File: src/rtl/pl_bram_stream_engine_pkg.sv
// Shared definitions for the BRAM stream engine: ALU mode codes and FSM states.
package pl_bram_stream_engine_pkg;

  localparam logic [1:0] MODE_PASS = 2'd0;
  localparam logic [1:0] MODE_ADD  = 2'd1;
  localparam logic [1:0] MODE_SUB  = 2'd2;
  localparam logic [1:0] MODE_MUL  = 2'd3;

  typedef enum logic [1:0] {
    ST_IDLE  = 2'd0,
    ST_RUN   = 2'd1,
    ST_DRAIN = 2'd2,
    ST_FIN   = 2'd3
  } state_t;

endpackage

File: src/rtl/pl_bram_stream_engine_if.sv
// BRAM port bundle. The rd_* modports form the source (read-only) port and
// the wr_* modports the destination (write-only) port.
interface pl_bram_stream_engine_if #(
  parameter int DW = 32,
  parameter int AW = 32
);
  logic              clk;
  logic              rst;
  logic              en;
  logic [DW/8-1:0]   we;
  logic [AW-1:0]     addr;
  logic [DW-1:0]     wdata;
  logic [DW-1:0]     rdata;

  modport rd_master (output clk, rst, en, we, addr, input rdata);
  modport rd_slave  (input clk, rst, en, we, addr, output rdata);
  modport wr_master (output clk, rst, en, we, addr, wdata);
  modport wr_slave  (input clk, rst, en, we, addr, wdata);
endinterface

File: src/rtl/pl_bram_stream_engine_alu.sv
// Registered ALU stage: one result per valid input word, with a per-word
// overflow flag (add carry, sub borrow, mul truncation).
module pl_bram_stream_engine_alu
  import pl_bram_stream_engine_pkg::*;
#(
  parameter int DW = 32
) (
  input  logic          clk,
  input  logic          rst,
  input  logic [1:0]    mode,
  input  logic [DW-1:0] operand,
  input  logic [DW-1:0] data,
  input  logic          valid,
  output logic [DW-1:0] result,
  output logic          res_valid,
  output logic          res_ovf
);

  logic [DW:0]     sum;
  logic [DW:0]     diff;
  logic [2*DW-1:0] prod;
  logic [DW-1:0]   nxt;
  logic            nxt_ovf;

  // Widened arithmetic so carry, borrow and upper product half are visible.
  always_comb begin
    sum     = {1'b0, data} + {1'b0, operand};
    diff    = {1'b0, data} - {1'b0, operand};
    prod    = {{DW{1'b0}}, data} * {{DW{1'b0}}, operand};
    nxt     = data;
    nxt_ovf = 1'b0;
    case (mode)
      MODE_PASS: begin
        nxt     = data;
        nxt_ovf = 1'b0;
      end
      MODE_ADD: begin
        nxt     = sum[DW-1:0];
        nxt_ovf = sum[DW];
      end
      MODE_SUB: begin
        nxt     = diff[DW-1:0];
        nxt_ovf = diff[DW];
      end
      MODE_MUL: begin
        nxt     = prod[DW-1:0];
        nxt_ovf = |prod[2*DW-1:DW];
      end
      default: begin
        nxt     = data;
        nxt_ovf = 1'b0;
      end
    endcase
  end

  // Result register; the overflow flag is only meaningful alongside res_valid.
  always_ff @(posedge clk) begin
    if (rst) begin
      result    <= {DW{1'b0}};
      res_valid <= 1'b0;
      res_ovf   <= 1'b0;
    end else begin
      res_valid <= valid;
      if (valid) begin
        result  <= nxt;
        res_ovf <= nxt_ovf;
      end else begin
        result  <= result;
        res_ovf <= 1'b0;
      end
    end
  end

endmodule

File: src/rtl/pl_bram_stream_engine.sv
// Streams len words from a source BRAM through a registered ALU into a
// destination BRAM, one word per cycle once the read pipeline has filled.
module pl_bram_stream_engine
  import pl_bram_stream_engine_pkg::*;
#(
  parameter int DW     = 32,
  parameter int AW     = 32,
  parameter int LEN_W  = 10,
  parameter int RD_LAT = 1
) (
  input  logic                clk,
  input  logic                rst,
  input  logic                start,
  input  logic [1:0]          mode,
  input  logic [DW-1:0]       operand,
  input  logic [AW-1:0]       src_base,
  input  logic [AW-1:0]       dst_base,
  input  logic [LEN_W-1:0]    len,
  output logic                busy,
  output logic                done_pulse,
  output logic                done_toggle,
  output logic                ovf,
  output logic                start_drop,
  pl_bram_stream_engine_if.rd_master rd,
  pl_bram_stream_engine_if.wr_master wr
);

  localparam int            STEP   = DW / 8;
  localparam logic [AW-1:0] STEP_A = AW'(STEP);

  state_t              state;
  state_t              next_state;
  logic                start_q;
  logic [1:0]          job_mode;
  logic [DW-1:0]       job_operand;
  logic [AW-1:0]       rd_addr;
  logic [AW-1:0]       wr_addr;
  logic                rd_en;
  logic [LEN_W-1:0]    rd_left;
  logic [RD_LAT-1:0]   vline;
  logic [DW-1:0]       alu_result;
  logic                alu_valid;
  logic                alu_ovf;
  logic                start_edge;
  logic                launch;
  logic                pipe_last;

  assign start_edge = start & ~start_q;
  assign launch     = start_edge & (state == ST_IDLE);
  // Last word is leaving the ALU and nothing is left behind it.
  assign pipe_last  = alu_valid & ~(|vline) & ~rd_en;

  assign rd.clk   = clk;
  assign rd.rst   = rst;
  assign rd.en    = rd_en;
  assign rd.we    = {STEP{1'b0}};
  assign rd.addr  = rd_addr;

  assign wr.clk   = clk;
  assign wr.rst   = rst;
  assign wr.en    = alu_valid;
  assign wr.we    = {STEP{alu_valid}};
  assign wr.addr  = wr_addr;
  assign wr.wdata = alu_result;

  // FSM state register.
  always_ff @(posedge clk) begin
    if (rst) begin
      state <= ST_IDLE;
    end else begin
      state <= next_state;
    end
  end

  // Next-state logic: reads are counted down in RUN, DRAIN waits for the pipe.
  always_comb begin
    next_state = state;
    case (state)
      ST_IDLE: begin
        if (launch) begin
          next_state = (len == {LEN_W{1'b0}}) ? ST_FIN : ST_RUN;
        end else begin
          next_state = ST_IDLE;
        end
      end
      ST_RUN: begin
        if (rd_left == LEN_W'(1)) begin
          next_state = ST_DRAIN;
        end else begin
          next_state = ST_RUN;
        end
      end
      ST_DRAIN: begin
        if (pipe_last) begin
          next_state = ST_FIN;
        end else begin
          next_state = ST_DRAIN;
        end
      end
      ST_FIN:  next_state = ST_IDLE;
      default: next_state = ST_IDLE;
    endcase
  end

  // Job latching, address generation, read-valid line and status outputs.
  always_ff @(posedge clk) begin
    if (rst) begin
      start_q     <= 1'b0;
      start_drop  <= 1'b0;
      busy        <= 1'b0;
      done_pulse  <= 1'b0;
      done_toggle <= 1'b0;
      ovf         <= 1'b0;
      job_mode    <= MODE_PASS;
      job_operand <= {DW{1'b0}};
      rd_addr     <= {AW{1'b0}};
      wr_addr     <= {AW{1'b0}};
      rd_en       <= 1'b0;
      rd_left     <= {LEN_W{1'b0}};
      vline       <= {RD_LAT{1'b0}};
    end else begin
      start_q    <= start;
      start_drop <= start_edge & (state != ST_IDLE);
      busy       <= (next_state != ST_IDLE);
      done_pulse <= (next_state == ST_FIN);
      if (next_state == ST_FIN) begin
        done_toggle <= ~done_toggle;
      end else begin
        done_toggle <= done_toggle;
      end

      vline[0] <= rd_en;
      for (int i = 1; i < RD_LAT; i++) begin
        vline[i] <= vline[i-1];
      end

      if (launch) begin
        job_mode    <= mode;
        job_operand <= operand;
        ovf         <= 1'b0;
        rd_addr     <= src_base;
        wr_addr     <= dst_base;
        rd_left     <= len;
        rd_en       <= (len != {LEN_W{1'b0}});
      end else begin
        ovf <= ovf | (alu_valid & alu_ovf);
        if (rd_en) begin
          rd_addr <= rd_addr + STEP_A;
          rd_left <= rd_left - LEN_W'(1);
          rd_en   <= (rd_left != LEN_W'(1));
        end else begin
          rd_en   <= 1'b0;
        end
        if (alu_valid) begin
          wr_addr <= wr_addr + STEP_A;
        end else begin
          wr_addr <= wr_addr;
        end
      end
    end
  end

  pl_bram_stream_engine_alu #(.DW(DW)) u_alu (
    .clk       (clk),
    .rst       (rst),
    .mode      (job_mode),
    .operand   (job_operand),
    .data      (rd.rdata),
    .valid     (vline[RD_LAT-1]),
    .result    (alu_result),
    .res_valid (alu_valid),
    .res_ovf   (alu_ovf)
  );

endmodule
File: src/flat_wrapper.sv
// flat-port wrapper written by rule: the top's interface ports become plain ports
module pl_bram_stream_engine_flat import pl_bram_stream_engine_pkg::*;
#(
  parameter int DW     = 32,
  parameter int AW     = 32,
  parameter int LEN_W  = 10,
  parameter int RD_LAT = 1
)
  (clk, rst, start, mode, operand, src_base, dst_base, len, busy, done_pulse, done_toggle, ovf, start_drop, rd_clk, rd_rst, rd_en, rd_we, rd_addr, rd_rdata, wr_clk, wr_rst, wr_en, wr_we, wr_addr, wr_wdata);
  pl_bram_stream_engine_if #(.DW(DW), .AW(AW)) rd_i ();
  pl_bram_stream_engine_if #(.DW(DW), .AW(AW)) wr_i ();
  input  logic clk;
  input  logic rst;
  input  logic start;
  input  logic [1:0] mode;
  input  logic [DW-1:0] operand;
  input  logic [AW-1:0] src_base;
  input  logic [AW-1:0] dst_base;
  input  logic [LEN_W-1:0] len;
  output logic busy;
  output logic done_pulse;
  output logic done_toggle;
  output logic ovf;
  output logic start_drop;
  output wire logic [$bits(rd_i.clk)-1:0] rd_clk;
  output wire logic [$bits(rd_i.rst)-1:0] rd_rst;
  output wire logic [$bits(rd_i.en)-1:0] rd_en;
  output wire logic [$bits(rd_i.we)-1:0] rd_we;
  output wire logic [$bits(rd_i.addr)-1:0] rd_addr;
  input wire logic [$bits(rd_i.rdata)-1:0] rd_rdata;
  output wire logic [$bits(wr_i.clk)-1:0] wr_clk;
  output wire logic [$bits(wr_i.rst)-1:0] wr_rst;
  output wire logic [$bits(wr_i.en)-1:0] wr_en;
  output wire logic [$bits(wr_i.we)-1:0] wr_we;
  output wire logic [$bits(wr_i.addr)-1:0] wr_addr;
  output wire logic [$bits(wr_i.wdata)-1:0] wr_wdata;
  assign rd_clk = rd_i.clk;
  assign rd_rst = rd_i.rst;
  assign rd_en = rd_i.en;
  assign rd_we = rd_i.we;
  assign rd_addr = rd_i.addr;
  assign rd_i.rdata = rd_rdata;
  assign wr_clk = wr_i.clk;
  assign wr_rst = wr_i.rst;
  assign wr_en = wr_i.en;
  assign wr_we = wr_i.we;
  assign wr_addr = wr_i.addr;
  assign wr_wdata = wr_i.wdata;
  pl_bram_stream_engine #(.DW(DW), .AW(AW), .LEN_W(LEN_W), .RD_LAT(RD_LAT)) u_core (.clk(clk), .rst(rst), .start(start), .mode(mode), .operand(operand), .src_base(src_base), .dst_base(dst_base), .len(len), .busy(busy), .done_pulse(done_pulse), .done_toggle(done_toggle), .ovf(ovf), .start_drop(start_drop), .rd(rd_i), .wr(wr_i));
endmodule
File: config.mk
export PLATFORM = sky130hd
export DESIGN_NAME = pl_bram_stream_engine_flat
export DESIGN_NICKNAME = d
export VERILOG_FILES = /design/src/rtl/pl_bram_stream_engine_pkg.sv /design/src/rtl/pl_bram_stream_engine_if.sv /design/src/rtl/pl_bram_stream_engine_alu.sv /design/src/rtl/pl_bram_stream_engine.sv /design/src/flat_wrapper.sv
export SDC_FILE = /design/constraint.sdc
export NUM_CORES = 2
export LEC_CHECK = 0
export CORE_ASPECT_RATIO = 0.5
export CORE_UTILIZATION = 50
export DETAILED_ROUTE_END_ITERATION = 6
export GPL_TIMING_DRIVEN = 1
export PLACE_DENSITY = 0.78
export RECOVER_POWER = 25
export SETUP_SLACK_MARGIN = 0.05
export SLEW_MARGIN = 20
export SYNTH_ARGS = -nofsm -noshare
export SYNTH_HDL_FRONTEND = slang
export SYNTH_SLANG_ARGS = --single-unit
File: constraint.sdc
create_clock -name clk -period 20.2 [get_ports clk]
set_input_delay 4.04 -clock clk [delete_from_list [all_inputs] [get_ports clk]]
set_output_delay 4.04 -clock clk [all_outputs]
set_load 0.03 [all_outputs]
Word-level counts from Yosys, hierarchy flattened --
Index checks and enable logic that the tools add are counted.
Storage, ports and cells: register bits after elaboration 152, input bits 143, output and inout bits 115
Operators by class: add/subtract/negate cells 5, $mul 1, eq/ne operators 9, muxes and demuxes 15, bitwise gates (word level) 11, reduce and logical (&&, ||, !) cells 11
Operators with widths (number):
- 2-to-1 mux 32 bit | 4
- case mux 32 bit (4 select lines) | 1
- adder 32 x 3 -> 32 bit, second input constant | 2
- multiplier 32 x 32 -> 64 bit | 1
- adder 32 x 32 -> 33 bit | 1
- subtractor 32 x 32 -> 33 bit | 1
- OR reduction 32 bit | 1
- 2-to-1 mux 10 bit | 2
- == test 10 x 1 -> 1 bit, second input constant | 1
- == test 2 bit, second input constant | 5
- zero test 10 bit | 1
- inequality test 10 x 1 -> 1 bit, second input constant | 1
- nonzero test 10 bit | 1
- subtractor 10 x 1 -> 10 bit, second input constant | 1
- case mux 2 bit (4 select lines) | 1
- nonzero test 2 bit | 4
- AND 1 bit | 6
- 2-to-1 mux 2 bit | 3
- == test 2 x 1 -> 1 bit, second input constant | 2
- zero test 2 bit | 2
- NOT 1 bit | 4
- case mux 1 bit (4 select lines) | 1
- OR reduction 2 bit | 2
- 2-to-1 mux 1 bit | 3
- bitwise OR 1 bit | 1

Depth between registers and ports, before layout --
depth after elaboration 6, gate-level depth with buffers 31

By module --
Synthesis repeated with hierarchy kept, for this count alone.
Unflattened totals: cell total of the unflattened synthesis 4971, area total of the unflattened synthesis 43795.8 um^2
By module, submodules not included:
- pl_bram_stream_engine_alu | instances 1, cells an instance 4312, area an instance 38201.6 um^2, sequential area each 680.7 um^2
- pl_bram_stream_engine | instances 1, cells an instance 659, area an instance 5594.1 um^2, sequential area each 2362.3 um^2

==> out/qor.yml <==
status: "finished, violations left"
violations: "capacitance limit, slew limit"
clock_skew_ps: 22.7
pwr-share-comb_pct: 84.7
post_drt_via_cell_ratio: 5.81
relSlewSlack_pct: -202
fp-row-count: 76
worst_pin_slew_ps: 4530
wl_per_cell_um: 22.8
p_total_mw: 5.02
grt_pass1_wl_um: 220000
cts_tree: "done"
ios: 258
synth.mux.area_fraction_pct: 1.41
cts.clk_slew.worst_paths_ps: 70
synth.area.top_cells: "fa_1 41%, ha_1 9.5%, and2_1 7.6%, dfxtp_1 7.0%, inv_1 6.5%"
rsz0062_at_grt: "false"
netlist_area_sq_um: 43600
core_sq_um: 86200
dpl.cell_count: 6116
synth_edf_count: 0
power_density_nw_per_um2: 106
grt_pass1_vias: 38422
cap_violations: 2
synth-main-ff-cell: "dfxtp_1"
ys_seq_elements: 152
dp_hpwl_um: 109000
holdPathStages: 2
seqPwrFrac_pct: 7.2
fillers: 7612
fin_util_pct: 55.1
cts_setup_buffers: 0
hold_path_startpoint: "u_core.u_alu.result[17]"
peakVddDrop_mv: 0.145
fin_setup_tns_ps: 0
crit_type: "clock port to primary output"
hold_viol_final: 0
postSynthCellCount: 4940
drive_gt1_share_pct: 3.51
synth_top_family_by_area: "adder cells"
cp-end-kind: "primary output"
post_cts_resized: 0
p_int_mw: 2.09
drv_slew: 151
leakagePower_nw: 19.8
track_usage_pct: 32.6
rrSetupSlack_ps: 10960
nNetsFinal: 6342
grt_overflow: 0
p_switching_mw: 2.94
synth_cell_type_count: 91
worst_setup_path_start_kind: "clock port"
place.gp.congestion: 0.994
io_buffers: 253
synth_simple_gate_area_share_pct: 18.9
critPathRequiredTime_ps: 16160
grt_start_max_net_pins: 101
drc: 0
synthXorXnorAreaFrac_pct: 3.03
worstHoldPathType: "register to register"
synth_adder_area_share_pct: 50.7
finalWirelength_um: 141000
yosys_warnings: 0
yosys.area.top_type_share_pct: 41.2
arrival_ps: 10940
cts_hold_buf: 0
finalSetupViolations: 0
die_area_sq_um: 88500
yosys.area.top_type: "fa_1"
clk_latency_ps: 590
dieWidth_um: 420
syn-mean-instance-area_sq_um: 8.83
reg2regPathDepth: 25
first_iter_violations: 2933
antenna_left: 0
worstPathMaxFanout: 2
area_growth_syn_to_layout_pct: 9.02
route.vias.total: 35792
die_h_um: 211
synth_compound_area_share_pct: 9.43
stdcell_count: 6156
whs_endpoint: "u_core.u_alu.result[17]"
drtPass1Iterations: 5
yosysSeqAreaShare_pct: 6.97
p_clk_share_pct: 8.1
rr_endpoint: "u_core.u_alu.res_ovf"
antenna_found_initial: 1
netSwitchingFraction_pct: 58.4
reg2reg_from: "u_core.job_operand[5]"
start_util_pct: 50.6
async_reset_ff_share_pct: 0
==> logic make-up (layout without fill, tap and decap cells) <==
family,after synthesis,count (layout)
AND/OR/NAND/NOR,1681,1681
multiplexers,41,41
adder cells (fa/ha/maj),1230,1230
flip-flops,152,152
AO/OA/AOI/OAI,601,601
XOR/XNOR,151,151
buffers and inverters,1083,1122
other,1,8
==> flip-flops by register name (all words and copies together) (netlist names) <==
name	count
u_core.rd.en	1
u_core.busy	1
u_core.u_alu.result	32
u_core.rd.addr	32
u_core.done_toggle	1
u_core.wr.addr	32
u_core.job_operand	32
u_core.u_alu.res_ovf	1
u_core.done_pulse	1
u_core.start_drop	1
u_core.vline	1
u_core.job_mode	2
u_core.rd_left	10
u_core.ovf	1
u_core.state	2
u_core.start_q	1
u_core.u_alu.res_valid	1
==> layout make-up <==
class / count / area, sq um / share of cell area (%)
Sequential cell: 152 / 3050 / 6.41
Tap cell: 1170 / 1460 / 3.08
Clock buffer: 24 / 549 / 1.15
Inverter: 762 / 2860 / 6.01
Multi-Input combinational cell: 3708 / 36400 / 76.6
Antenna cell: 4 / 10.0 / 0.0210
Timing Repair Buffer: 322 / 3040 / 6.38
Clock inverter: 14 / 158 / 0.331
==> power groups by stage <==
stage               Clock [mW]  Combinational (mW)  Sequential, mW
floorplan               0.0148                2.91           0.397
global placement        0.0165                4.18           0.365
detailed placement      0.0165                4.17           0.366
CTS                      0.409                4.20           0.360
global route             0.420                4.68           0.365
finish                   0.406                4.26           0.361
==> metal layers <==
metal  routed length (um)  GRT usage (%)  vias up
li1                     -              -    15444
met1                54700           41.7    18117
met2                64800           51.8     1828
met3                13900           8.32      403
met4                 7160           15.2        0
met5                    0              0        -
==> placed cells by master, fill, tap and decap left out, types with 11 or more instances in the layout <==
cell type	count
nor3_1	40
fa_1	897
nand4_1	39
and3_1	20
o211ai_1	18
nor4_1	11
inv_1	758
a21oi_1	178
o21ai_0	90
dlygate4sd3_1	31
mux4_2	16
clkbuf_16	21
nor2b_1	15
a211oi_1	80
and2_1	531
nand2_1	624
a21o_1	52
and4_1	11
dfxtp_1	146
mux2i_1	23
buf_4	70
o21a_1	20
nand3_1	41
ha_1	333
nor2_1	271
clkdlybuf4s50_1	221
o21bai_1	22
a311oi_1	11
xnor2_1	84
xor2_1	67
nand2b_1	19
or3_1	27
a31oi_1	17
==> through the flow <==
step	cell area, sq um	worst slack (ps)	hold WS, ps
2_1_floorplan	43600	5910	413
3_3_place_gp	46900	5500	436
3_5_place_dp	46900	5500	437
4_1_cts	47600	5220	449
5_1_grt	47600	5200	481
6_report	47600	5220	445
==> how the worst max path moves through the flow <==
stage,from,end,slack [ps],cells past startpoint
floorplan,clk,rd_clk,5910,1
global placement,clk,rd_clk,5500,1
detailed placement,clk,rd_clk,5500,1
CTS,clk,rd_clk,5220,3
global route,clk,rd_clk,5200,3
finish,clk,rd_clk,5220,3
==> synthesized netlist by cell type, types with 41 or more instances <==
cell	n
fa_1	897
inv_1	758
nand2_1	624
and2_1	531
ha_1	333
clkbuf_1	274
nor2_1	271
a21oi_1	178
dfxtp_1	152
o21ai_0	90
xnor2_1	84
a211oi_1	80
xor2_1	67
a21o_1	52
nand3_1	41
==> worst max-delay path, stage by stage <==
cell and delay (ps):
clkbuf_16 130, clkbuf_16 130, clkdlybuf4s50_1 580
Note: power is estimated with default switching activity, not from simulation.
